## src/rtl/pc_pkg.sv

```systemverilog
// Shared definitions for the fetch-stage program counter.
//   PC_OP_W       : width of the pc_op select bus
//   PC_OP_*       : operation encodings driven by the control FSM
package pc_pkg;

  localparam int PC_OP_W = 3;

  localparam logic [PC_OP_W-1:0] PC_OP_INC    = 3'b000;
  localparam logic [PC_OP_W-1:0] PC_OP_BRANCH = 3'b001;
  localparam logic [PC_OP_W-1:0] PC_OP_JUMP   = 3'b010;
  localparam logic [PC_OP_W-1:0] PC_OP_CALL   = 3'b011;
  localparam logic [PC_OP_W-1:0] PC_OP_RET    = 3'b100;

endpackage

```

## src/rtl/ras_stack.sv

```systemverilog
// Circular return-address stack.
//   clk, rst_n : clock, asynchronous active-low reset (pointer and count only)
//   push       : write push_data at the top; on full the oldest entry is lost
//   pop        : discard the top entry (caller must not pop when empty)
//   push_data  : return address to store
//   top        : most recently pushed valid entry
//   count      : number of valid entries, saturates at RAS_DEPTH
module ras_stack #(
  parameter int ADDR_W    = 6,
  parameter int RAS_DEPTH = 4
) (
  input  logic                             clk,
  input  logic                             rst_n,
  input  logic                             push,
  input  logic                             pop,
  input  logic [ADDR_W-1:0]                push_data,
  output logic [ADDR_W-1:0]                top,
  output logic [$clog2(RAS_DEPTH+1)-1:0]   count
);

  localparam int PTR_W = $clog2(RAS_DEPTH);
  localparam int CNT_W = $clog2(RAS_DEPTH+1);
  localparam logic [PTR_W-1:0] PTR_LAST = PTR_W'(RAS_DEPTH - 1);
  localparam logic [CNT_W-1:0] CNT_FULL = CNT_W'(RAS_DEPTH);

  logic [ADDR_W-1:0] mem_q [RAS_DEPTH];
  logic [ADDR_W-1:0] mem_d [RAS_DEPTH];
  logic [PTR_W-1:0]  ptr_q, ptr_d;     // next slot to write
  logic [CNT_W-1:0]  count_q, count_d;
  logic [PTR_W-1:0]  ptr_next, ptr_prev;

  // Explicit wrap so non-power-of-two depths stay in range.
  assign ptr_next = (ptr_q == PTR_LAST) ? '0 : ptr_q + 1'b1;
  assign ptr_prev = (ptr_q == '0) ? PTR_LAST : ptr_q - 1'b1;

  assign top   = mem_q[ptr_prev];
  assign count = count_q;

  always_comb begin
    mem_d   = mem_q;
    ptr_d   = ptr_q;
    count_d = count_q;
    if (push) begin
      // Writing over the slot of the oldest entry when full keeps the
      // newest RAS_DEPTH addresses, which is what deep call chains want.
      mem_d[ptr_q] = push_data;
      ptr_d        = ptr_next;
      if (count_q != CNT_FULL) count_d = count_q + 1'b1;
    end else if (pop && (count_q != '0)) begin
      ptr_d   = ptr_prev;
      count_d = count_q - 1'b1;
    end
  end

  always_ff @(posedge clk or negedge rst_n) begin
    if (!rst_n) begin
      ptr_q   <= '0;
      count_q <= '0;
    end else begin
      ptr_q   <= ptr_d;
      count_q <= count_d;
    end
  end

  // Stack contents are don't-care after reset, so they carry no reset.
  always_ff @(posedge clk) begin
    mem_q <= mem_d;
  end

endmodule

```

## src/rtl/pc_unit_ras.sv

```systemverilog
// Parametrised fetch-stage program counter with return-address stack.
//   clk, rst_n   : clock, asynchronous active-low reset
//   pc_write_en  : 1 = perform pc_op this cycle, 0 = hold
//   pc_op        : INC / BRANCH / JUMP / CALL / RET (see pc_pkg)
//   offset_val   : two's-complement branch offset
//   target_addr  : absolute target for JUMP / CALL
//   err_clr      : clears sticky ras_ovf / ras_unf
//   pc_out       : registered current PC
//   ras_count    : valid RAS entries; ras_full / ras_empty decoded from it
//   ras_ovf      : sticky, CALL issued while RAS full
//   ras_unf      : sticky, RET issued while RAS empty
module pc_unit_ras
  import pc_pkg::*;
#(
  parameter int                ADDR_W    = 6,
  parameter int                RAS_DEPTH = 4,
  parameter logic [ADDR_W-1:0] RESET_PC  = '0
) (
  input  logic                           clk,
  input  logic                           rst_n,
  input  logic                           pc_write_en,
  input  logic [PC_OP_W-1:0]             pc_op,
  input  logic [ADDR_W-1:0]              offset_val,
  input  logic [ADDR_W-1:0]              target_addr,
  input  logic                           err_clr,
  output logic [ADDR_W-1:0]              pc_out,
  output logic [$clog2(RAS_DEPTH+1)-1:0] ras_count,
  output logic                           ras_full,
  output logic                           ras_empty,
  output logic                           ras_ovf,
  output logic                           ras_unf
);

  localparam int CNT_W = $clog2(RAS_DEPTH+1);

  logic [ADDR_W-1:0] pc_q, pc_d, pc_inc, ras_top;
  logic              ovf_q, ovf_d, unf_q, unf_d;
  logic              push, pop;

  ras_stack #(
    .ADDR_W    (ADDR_W),
    .RAS_DEPTH (RAS_DEPTH)
  ) u_ras (
    .clk       (clk),
    .rst_n     (rst_n),
    .push      (push),
    .pop       (pop),
    .push_data (pc_inc),
    .top       (ras_top),
    .count     (ras_count)
  );

  assign ras_full  = (ras_count == CNT_W'(RAS_DEPTH));
  assign ras_empty = (ras_count == '0);
  assign pc_inc    = pc_q + ADDR_W'(1);

  always_comb begin
    pc_d  = pc_q;
    push  = 1'b0;
    pop   = 1'b0;
    // Clear first; a flag raised by this cycle's op below overrides it.
    ovf_d = err_clr ? 1'b0 : ovf_q;
    unf_d = err_clr ? 1'b0 : unf_q;
    if (pc_write_en) begin
      unique case (pc_op)
        PC_OP_INC:    pc_d = pc_inc;
        // Same-width modular add equals adding the sign-extended offset.
        PC_OP_BRANCH: pc_d = pc_inc + offset_val;
        PC_OP_JUMP:   pc_d = target_addr;
        PC_OP_CALL: begin
          push = 1'b1;
          pc_d = target_addr;
          if (ras_full) ovf_d = 1'b1;
        end
        PC_OP_RET: begin
          if (ras_empty) begin
            pc_d  = pc_inc;
            unf_d = 1'b1;
          end else begin
            pop  = 1'b1;
            pc_d = ras_top;
          end
        end
        default: ;  // reserved encodings hold all state
      endcase
    end
  end

  always_ff @(posedge clk or negedge rst_n) begin
    if (!rst_n) begin
      pc_q  <= RESET_PC;
      ovf_q <= 1'b0;
      unf_q <= 1'b0;
    end else begin
      pc_q  <= pc_d;
      ovf_q <= ovf_d;
      unf_q <= unf_d;
    end
  end

  assign pc_out  = pc_q;
  assign ras_ovf = ovf_q;
  assign ras_unf = unf_q;

endmodule
```

## config.mk

```make
export PLATFORM = sky130hd
export DESIGN_NAME = pc_unit_ras
export DESIGN_NICKNAME = d
export VERILOG_FILES = /design/src/rtl/pc_pkg.sv /design/src/rtl/ras_stack.sv /design/src/rtl/pc_unit_ras.sv
export SDC_FILE = /design/constraint.sdc
export NUM_CORES = 1
export LEC_CHECK = 0
export BUFFER_PORTS_ARGS = -buffer_cell sky130_fd_sc_hd__buf_2
export CORE_AREA = 2 2 64 66
export CTS_BUF_LIST = sky130_fd_sc_hd__clkbuf_8
export CTS_CLUSTER_DIAMETER = 150
export CTS_CLUSTER_SIZE = 8
export DETAILED_ROUTE_END_ITERATION = 16
export DIE_AREA = 0 0 66 68
export HOLD_SLACK_MARGIN = 0.1
export PLACE_DENSITY = 0.84
export REMOVE_ABC_BUFFERS = 1
export SLEW_MARGIN = 10
export SYNTH_ARGS = -nofsm -noshare
export SYNTH_HDL_FRONTEND = slang
export SYNTH_SLANG_ARGS = --single-unit
```

## constraint.sdc

```tcl
create_clock -name clk -period 2.6 [get_ports clk]
set_input_delay 0 -clock clk [delete_from_list [all_inputs] [get_ports clk]]
set_output_delay 0 -clock clk [all_outputs]
set_load 0.005 [all_outputs]
```

==> out/results.ini, run 1 <==
[synth]
syn-cell-area_mm2=0.00215
synthSimpleGateAreaFrac_pct=12.5
synthDistinctLibCells=49
synth_seq_area_share_pct=48.7
number_of_synthesized_flops_with_an_enable_pin=24
synthMuxAreaShare_pct=6.99
syn-instance-count=176
post_synth_fa_ha_maj_area_fraction_pct=7.69
top_ff_cell_synth=sky130_fd_sc_hd__edfxtp_1
yosysTopAreaCell=sky130_fd_sc_hd__edfxtp_1
post_synth.cell_area_avg_um2=12.2
yosysTopAreaCellShare_pct=33.5
synthXorXnorAreaFrac_pct=5.13
asyncSetResetFlopFracSynth_pct=35.1
yosys_register_bits=37
dominant_combinational_cell_family_by_area_after_synthesis=compound AO/OA/AOI/OAI gates
yosysWarningCount=0
synth.area.top_cells=sky130_fd_sc_hd__edfxtp_1, sky130_fd_sc_hd__dfrtp_1, sky130_fd_sc_hd__mux4_2
synth-compound-area-share_pct=14.9

[setup_path]
cp_data_required_time_ns=2.76
critical_path_class=flip-flop to flip-flop
cp_max_fo=6
cp_data_arrival_time_ns=2.44
crit_path_start_kind=flip-flop
timing.critical_path.to_type=flip-flop

[die]
fp.coreArea_mm2=0.00386
dieArea_mm2=0.00449
die_width_um=66
fp.dieH_um=68
rows=23
floorplan.io_pins=32
starting_density_of_the_core_pct=55.7

[timing]
relSlewSlack_pct=73.0
rsz0062_at_grt=false
worst_pin_slew_ns=0.404
final_worst_path_period_share_pct=87.7
setup-tns-final_ns=0
hold_violations=0
skew_ns=0.00679
final_period_minus_worst_setup_slack_ns=2.28
fmax_mhz=439
number_of_failing_setup_endpoints_in_the_final_timing_report=0
finalMaxSlewViolations=0

[final_layout]
antenna_diode_count=0
design.final.nets=244
layout_commonest_cell=sky130_fd_sc_hd__buf_2
final_cells=263
mostFrequentLayoutCells=sky130_fd_sc_hd__buf_2, sky130_fd_sc_hd__edfxtp_1, sky130_fd_sc_hd__nand2_1
fraction_of_final_layout_cells_sized_beyond_drive_strength_1_pct=26.8
area_delta_synth_final_pct=13.9

[power]
clockPowerShare_pct=16.3
vdd_drop_max_mv=0.375
power.density_cell_area_mw_per_mm2=956
power_switching_share_pct=36.9
combinationalPowerShare_pct=45.9
share_of_power_burned_in_registers_pct=37.8
leakage_nw=1.02
power.switching_mw=0.863
p_int_mw=1.47

[clock_network]
cts_hold_buf=4
cts_made_buffers=5
cts-root-to-sink-buffers=2
buffers_inserted_by_post_cts_timing_repair=0
clock_latency_on_the_worst_skew_pair_ns=0.29
cts.sinks=37
post_cts.resized_instances=0
cts_tree=built
cts_root_buffer=sky130_fd_sc_hd__clkbuf_8
htree_num_levels=2
cts.reportedPaths.clkPinSlew_ns=0.07

[routing]
viasPerCell=5.85
drtIter0Drc=129
via_count_of_the_routed_design=1538
detail_route.wirelength_um=4550
postRouteAntennaNets=0
wirelength_per_cell_um=17.3
detailedRoute.firstPassIterationCount=4
number_of_design_rule_violations_left_after_detail_routing=0

[global_route]
number_of_antenna_violations_at_the_first_check_in_global_routing=0
grt_use_total_pct=22.3
first_global_vias=1486
grt_start_max_net_pins=16
wire_length_of_the_first_global_routing_pass_um=7180
globalRoute.totalOverflow=0

[placement]
gp_congestion=0.880
dp.cells=252
hpwl_um=3310
port-buffer-count=31

[run]
timing.max_cap.violations=0

[hold_path]
hold_path.class=input pin to asynchronous set/reset pin

[outcome]
status=finished clean

per-layer routing:
metal | GRT usage [%] | share of wire [%] | up-vias
li1 | - | - | 720
met3 | 5.43 | 7.0 | 15
met2 | 37.1 | 48 | 69
met1 | 26.9 | 41 | 734
met5 | 0 | 0 | -
met4 | 12.0 | 3.8 | 0
cell usage after synthesis, types with 2 or more instances:
cell,number
sky130_fd_sc_hd__nor2_1,6
sky130_fd_sc_hd__a21o_1,2
sky130_fd_sc_hd__ha_1,10
sky130_fd_sc_hd__o221ai_1,2
sky130_fd_sc_hd__a211oi_1,5
sky130_fd_sc_hd__inv_1,8
sky130_fd_sc_hd__edfxtp_1,24
sky130_fd_sc_hd__o211ai_1,2
sky130_fd_sc_hd__xor2_1,4
sky130_fd_sc_hd__xnor2_1,6
sky130_fd_sc_hd__o21ai_0,11
sky130_fd_sc_hd__nand3_1,8
sky130_fd_sc_hd__mux4_2,6
sky130_fd_sc_hd__and2_1,5
sky130_fd_sc_hd__buf_2,2
sky130_fd_sc_hd__a21oi_1,11
sky130_fd_sc_hd__nand2b_1,3
sky130_fd_sc_hd__o21bai_1,2
sky130_fd_sc_hd__dfrtp_1,13
sky130_fd_sc_hd__nand2_1,14
sky130_fd_sc_hd__nor2b_1,3
sky130_fd_sc_hd__fa_1,2
stage by stage:
stage          util [%]  cell area [um2]  power, mW  hold WS [ns]  setup WS, ns
2_1_floorplan         -             2090       1.64        -0.296         0.587
3_3_place_gp       60.3             2330       1.93       -0.0935         0.409
3_5_place_dp       60.3             2330       1.96       -0.0932         0.343
4_1_cts            63.4             2450       2.35         0.125         0.326
5_1_grt            63.4             2450       2.51         0.156         0.172
6_report           63.4             2450       2.34         0.138         0.320
flip-flops by register name, summed over array words and instances (netlist names):
signal and cells:
u_ras.mem_q 24, u_ras.ptr_q 2, ras_unf 1, ras_ovf 1
u_ras.count 3, pc_out 6
power by group through the flow:
stage / Combinational [mW] / Clock, mW / Sequential (mW)
floorplan: 0.729 / 0 / 0.908
global placement: 1.04 / 0 / 0.893
detailed placement: 1.07 / 0 / 0.895
CTS: 1.07 / 0.392 / 0.883
global route: 1.19 / 0.413 / 0.902
finish: 1.07 / 0.381 / 0.884
worst max-delay path, stage by stage (launching register included):
cell and delay [ns]:
sky130_fd_sc_hd__dfrtp_1 0.43, sky130_fd_sc_hd__ha_1 0.26, sky130_fd_sc_hd__xor2_1 0.36, sky130_fd_sc_hd__ha_1 0.36, sky130_fd_sc_hd__o21ai_0 0.23, sky130_fd_sc_hd__o21bai_1 0.09
sky130_fd_sc_hd__a21oi_1 0.18, sky130_fd_sc_hd__xnor2_1 0.13, sky130_fd_sc_hd__o211ai_1 0.10
layout make-up:
type                    instances  area [um2]
well taps                      50        62.6
fillers                       296        1410
inverters                       9        33.8
multi-input cells             123        1010
clock buffers                   5        68.8
flip-flops and latches         37        1050
repair buffers                 37         210
clock inverters                 2        11.3
cells by family after synthesis:
group	count (synthesis)
compound gates	45
xor+xnor	11
fa+ha+maj	12
buf+inv	16
flops	37
mux	7
simple gates	48
final timing paths:
path / startpoint / end / slack [ns] / cells past startpoint
max in group asynchronous: rst_n / pc_out[1] / 2.22 / 2
min in group clk: target_addr[3] / pc_out[3] / 0.17 / 4
worst max-delay path: pc_out[0] / pc_out[5] / 0.32 / 8
worst min-delay path: rst_n / pc_out[3] / 0.14 / 2
worst max register to register: pc_out[0] / pc_out[5] / 0.32 / 8
worst min register to register: u_ras.count[2] / u_ras.count[2] / 0.52 / 1
Power figures use the tool's default switching activity.
==> inputs of run 2 (changes only) <==
--- a/config.mk
+++ b/config.mk
@@ -14,6 +14,7 @@
 export DIE_AREA = 0 0 66 68
 export HOLD_SLACK_MARGIN = 0.1
 export PLACE_DENSITY = 0.84
+export RECOVER_POWER = 50
 export REMOVE_ABC_BUFFERS = 1
 export SLEW_MARGIN = 10
 export SYNTH_ARGS = -nofsm -noshare
==> out/results.ini, run 2 (synthesis gave the netlist of run 1 again) <==
[clock_network]
htree_num_levels=2
buffers_inserted_by_post_cts_timing_repair=0
cts.sinks=37
cts_made_buffers=5
cts_hold_buf=4
cts-root-to-sink-buffers=2
cts_tree=built
cts_root_buffer=sky130_fd_sc_hd__clkbuf_8
post_cts.resized_instances=0
cts.reportedPaths.clkPinSlew_ns=0.07
clock_latency_on_the_worst_skew_pair_ns=0.29

[setup_path]
cp_data_arrival_time_ns=2.44
worstReg2RegEnd=pc_out[5]
timing.critical_path.to_type=flip-flop
crit_path_start_kind=flip-flop
critical_path_class=flip-flop to flip-flop
cp_data_required_time_ns=2.76
r2r.worst_path.cells=8
crit_path_end=pc_out[5]
rr_startpoint=pc_out[0]
critPathLaunch=pc_out[0]
reg2reg_slack_ns=0.32
cp_max_fo=6

[timing]
relSlewSlack_pct=50.0
worst_pin_slew_ns=0.750
skew_ns=0.00673
number_of_failing_setup_endpoints_in_the_final_timing_report=0
final_worst_path_period_share_pct=87.7
finalMaxSlewViolations=0
fmax_mhz=439
final_period_minus_worst_setup_slack_ns=2.28
hold_violations=0
rsz0062_at_grt=false
setup-tns-final_ns=0
holdWs_ns=0.175
layout_setup_ws_ns=0.320

[power]
power_switching_share_pct=37.5
p_int_mw=1.45
clockPowerShare_pct=16.4
vdd_drop_max_mv=0.376
power.switching_mw=0.866
power.density_cell_area_mw_per_mm2=954
leakage_nw=0.981
combinationalPowerShare_pct=45.3
share_of_power_burned_in_registers_pct=38.3
report.power.total_mw=2.31

[hold_path]
hold_path.class=input pin to flip-flop

[global_route]
wire_length_of_the_first_global_routing_pass_um=7180
grt_start_max_net_pins=16
globalRoute.totalOverflow=0
first_global_vias=1486
grt_use_total_pct=22.3
number_of_antenna_violations_at_the_first_check_in_global_routing=0

[final_layout]
mostFrequentLayoutCells=sky130_fd_sc_hd__edfxtp_1, sky130_fd_sc_hd__buf_2, sky130_fd_sc_hd__nand2_1
multi_input_comb_area_mm2=0.00101
max_flop_register=u_ras.mem_q
final_cells=263
num-fill-cells=306
fraction_of_final_layout_cells_sized_beyond_drive_strength_1_pct=20.7
area_delta_synth_final_pct=12.8
largest_register_ff_count=24
register_area_mm2=0.00105
layout_commonest_cell=sky130_fd_sc_hd__edfxtp_1
design.final.nets=244
antenna_diode_count=0

[routing]
viasPerCell=5.89
detail_route.wirelength_um=4600
detailedRoute.firstPassIterationCount=4
via_count_of_the_routed_design=1550
number_of_design_rule_violations_left_after_detail_routing=0
postRouteAntennaNets=0
drtIter0Drc=162
wirelength_per_cell_um=17.5

[placement]
port-buffer-count=31
dp.cells=252
post-place-ws_ns=0.343
hpwl_um=3310
gp_congestion=0.880

[die]
fp.coreArea_mm2=0.00386
rows=23
starting_density_of_the_core_pct=55.7
dieArea_mm2=0.00449
die_width_um=66
floorplan.io_pins=32
fp.dieH_um=68

[run]
timing.max_cap.violations=0

[outcome]
status=finished clean

==> run 2: changes by cell type in the layout (fill, tap and decap cells not counted), sizes merged <==
| cell | previous run | this run |
|---|---|---|
| buf | 33 | 21 |
| clkbuf | 5 | 17 |
==> run 2: per-stage QoR <==
| stage | utilization [%] | cell area (um2) |
|---|---|---|
| 2_1_floorplan | - | 2090 |
| 3_3_place_gp | 60.3 | 2330 |
| 3_5_place_dp | 60.3 | 2330 |
| 4_1_cts | 63.4 | 2450 |
| 5_1_grt | 62.8 | 2420 |
| 6_report | 62.8 | 2420 |
==> run 2: power by group through the flow <==
| stage | Combinational (mW) | Clock, mW | Sequential, mW |
|---|---|---|---|
| floorplan | 0.729 | 0 | 0.908 |
| global placement | 1.04 | 0 | 0.893 |
| detailed placement | 1.07 | 0 | 0.895 |
| CTS | 1.07 | 0.392 | 0.883 |
| global route | 1.16 | 0.413 | 0.902 |
| finish | 1.05 | 0.380 | 0.885 |
==> run 2: cell type report <==
type                    count  share of cell area [%]
clock buffers               5                    2.84
clock inverters             2                   0.465
inverters                   9                    1.39
multi-input cells         123                    41.6
flip-flops and latches     37                    43.2
well taps                  50                    2.58
repair buffers             37                    7.95
==> run 2: layer usage <==
metal | wire length (um) | GRT usage [%]
met5 | 0 | 0
met3 | 252 | 5.43
met1 | 1930 | 26.9
met2 | 2230 | 37.1
met4 | 188 | 12.0
==> run 2: worst min path at each step <==
stage | from | end | slack (ns) | cells after the start
6_report | target_addr[3] | pc_out[3] | 0.18 | 4
5_1_grt | target_addr[3] | pc_out[3] | 0.22 | 4
4_1_cts | rst_n | pc_out[3] | 0.12 | 2
3_5_place_dp | rst_n | pc_out[3] | -0.09 | 1
3_3_place_gp | rst_n | pc_out[3] | -0.09 | 1
2_1_floorplan | rst_n | pc_out[0] | -0.30 | 0
==> run 2: worst max-delay path, stage by stage, from the launching register on <==
cell and delay [ns]:
sky130_fd_sc_hd__dfrtp_1 0.44, sky130_fd_sc_hd__ha_1 0.26, sky130_fd_sc_hd__xor2_1 0.36, sky130_fd_sc_hd__ha_1 0.36
sky130_fd_sc_hd__o21ai_0 0.23, sky130_fd_sc_hd__o21bai_1 0.09, sky130_fd_sc_hd__a21oi_1 0.18, sky130_fd_sc_hd__xnor2_1 0.13
sky130_fd_sc_hd__o211ai_1 0.10
==> inputs of run 3 (changes only) <==
--- a/config.mk
+++ b/config.mk
@@ -13,9 +13,10 @@
 export DETAILED_ROUTE_END_ITERATION = 16
 export DIE_AREA = 0 0 66 68
 export HOLD_SLACK_MARGIN = 0.1
-export PLACE_DENSITY = 0.84
+export PLACE_DENSITY = 0.8
 export RECOVER_POWER = 50
 export REMOVE_ABC_BUFFERS = 1
+export SETUP_SLACK_MARGIN = 0.4
 export SLEW_MARGIN = 10
 export SYNTH_ARGS = -nofsm -noshare
 export SYNTH_HDL_FRONTEND = slang
==> out/results.ini, run 3 (synthesis gave the netlist of run 1 again) <==
[outcome]
status=finished clean

[timing]
final_period_minus_worst_setup_slack_ns=2.22
hold_violations=0
final_worst_path_period_share_pct=85.3
layout_setup_ws_ns=0.382
fmax_mhz=451
rsz0062_at_grt=false
worst_pin_slew_ns=0.781
setup-tns-final_ns=0
number_of_failing_setup_endpoints_in_the_final_timing_report=0
relSlewSlack_pct=47.9
skew_ns=0.00859
finalMaxSlewViolations=0

[power]
combinationalPowerShare_pct=43.3
power_switching_share_pct=35.4
p_int_mw=1.70
leakage_nw=1.02
share_of_power_burned_in_registers_pct=34.1
power.switching_mw=0.933
clockPowerShare_pct=22.5
vdd_drop_max_mv=0.506
power.density_cell_area_mw_per_mm2=1040

[routing]
number_of_design_rule_violations_left_after_detail_routing=0
met3RoutedLength_um=316
drtIter0Drc=197
via_count_of_the_routed_design=1541
routed.top_layer=met4
detail_route.wirelength_um=4840
viasPerCell=5.84
wirelength_per_cell_um=18.3
detailedRoute.firstPassIterationCount=5
met1_length_um=2020
postRouteAntennaNets=0
dr_wl_met2_um=2440

[final_layout]
largest_register_ff_count=24
layout_commonest_cell=sky130_fd_sc_hd__edfxtp_1
num-fill-cells=289
final_cells=264
layout.cell_area.non_filler_mm2=0.00253
antenna_diode_count=0
mostFrequentLayoutCells=sky130_fd_sc_hd__edfxtp_1, sky130_fd_sc_hd__buf_2, sky130_fd_sc_hd__nand2_1
area_delta_synth_final_pct=17.6
fraction_of_final_layout_cells_sized_beyond_drive_strength_1_pct=24.8
design.final.nets=244
max_flop_register=u_ras.mem_q

[clock_network]
buffers_inserted_by_post_cts_timing_repair=0
cts_root_buffer=sky130_fd_sc_hd__clkbuf_8
htree_num_levels=2
cts-root-to-sink-buffers=2
cts_tree=built
cts.reportedPaths.clkPinSlew_ns=0.08
cts_made_buffers=5
cts.sinks=37
clock_latency_on_the_worst_skew_pair_ns=0.29

[global_route]
wire_length_of_the_first_global_routing_pass_um=7360
number_of_antenna_violations_at_the_first_check_in_global_routing=0
grt_start_max_net_pins=16
globalRoute.totalOverflow=0
grt_use_total_pct=23.1
first_global_vias=1488

[die]
fp.dieH_um=68
starting_density_of_the_core_pct=55.7
dieArea_mm2=0.00449
rows=23
floorplan.io_pins=32
die_width_um=66
fp.coreArea_mm2=0.00386

[placement]
hpwl_um=3430
gp_congestion=0.951
port-buffer-count=31
post-place-ws_ns=0.293
dp.cells=252
place_area_mm2=0.00233

[setup_path]
cp_max_fo=9
cp_data_arrival_time_ns=2.39
critical_path_class=input pin to flip-flop
timing.critical_path.to_type=flip-flop
crit_path_start_kind=input pin
cp_data_required_time_ns=2.77

[hold_path]
hold_path.class=input pin to flip-flop

[run]
timing.max_cap.violations=0

run 3: through the flow:
stage	power, mW	utilization, %	hold WS, ns
finish	2.63	65.5	0.176
global route	2.80	65.5	0.176
CTS	2.58	65.1	0.130
detailed placement	1.98	60.3	-0.0933
global placement	1.93	60.3	-0.0950
floorplan	1.64	-	-0.296
run 3: power groups by stage:
stage          Clock (mW)  Combinational (mW)  Sequential [mW]
6_report            0.594                1.14            0.899
5_1_grt             0.624                1.26            0.915
4_1_cts             0.598                1.10            0.885
3_5_place_dp            0                1.08            0.894
3_3_place_gp            0                1.04            0.890
2_1_floorplan           0               0.729            0.908
run 3: cell type report:
class / instances / area (um2) / area share (%)
clock buffers: 5 / 68.8 / 2.72
clock inverters: 3 / 65.1 / 2.58
inverters: 9 / 33.8 / 1.34
multi-input cells: 123 / 1050 / 41.8
flip-flops and latches: 37 / 1050 / 41.4
well taps: 50 / 62.6 / 2.48
repair buffers: 37 / 195 / 7.73
run 3: per-layer routing:
metal | global-route usage (%) | up-vias
met1 | 29.1 | 748
met3 | 5.76 | 6
li1 | - | 723
met4 | 9.18 | 0
met5 | 0 | -
met2 | 38.6 | 64
run 3: worst paths after layout:
path	start	to	slack (ns)	cells after the start
max reg2reg	pc_out[1]	pc_out[5]	0.39	8
max	pc_write_en	u_ras.count[2]	0.38	8
min in group asynchronous	rst_n	pc_out[4]	0.30	2
min reg2reg	u_ras.count[2]	u_ras.count[2]	0.55	1
max in group asynchronous	rst_n	u_ras.ptr_q[0]	1.82	2
min	target_addr[3]	pc_out[3]	0.18	4
run 3: critical path: stages:
cell	delay, ns
sky130_fd_sc_hd__dlygate4sd3_1	0.52
sky130_fd_sc_hd__clkbuf_1	0.44
sky130_fd_sc_hd__and3_1	0.48
sky130_fd_sc_hd__inv_2	0.13
sky130_fd_sc_hd__fa_1	0.40
sky130_fd_sc_hd__xnor2_1	0.21
sky130_fd_sc_hd__nor2_2	0.05
sky130_fd_sc_hd__xor2_1	0.14
run 3: what timing repair did:
action	CTS	global route
endpoints found under the hold margin	16	0
gates resized for setup	2	10
setup endpoints to repair	3	4
hold buffers	4	0
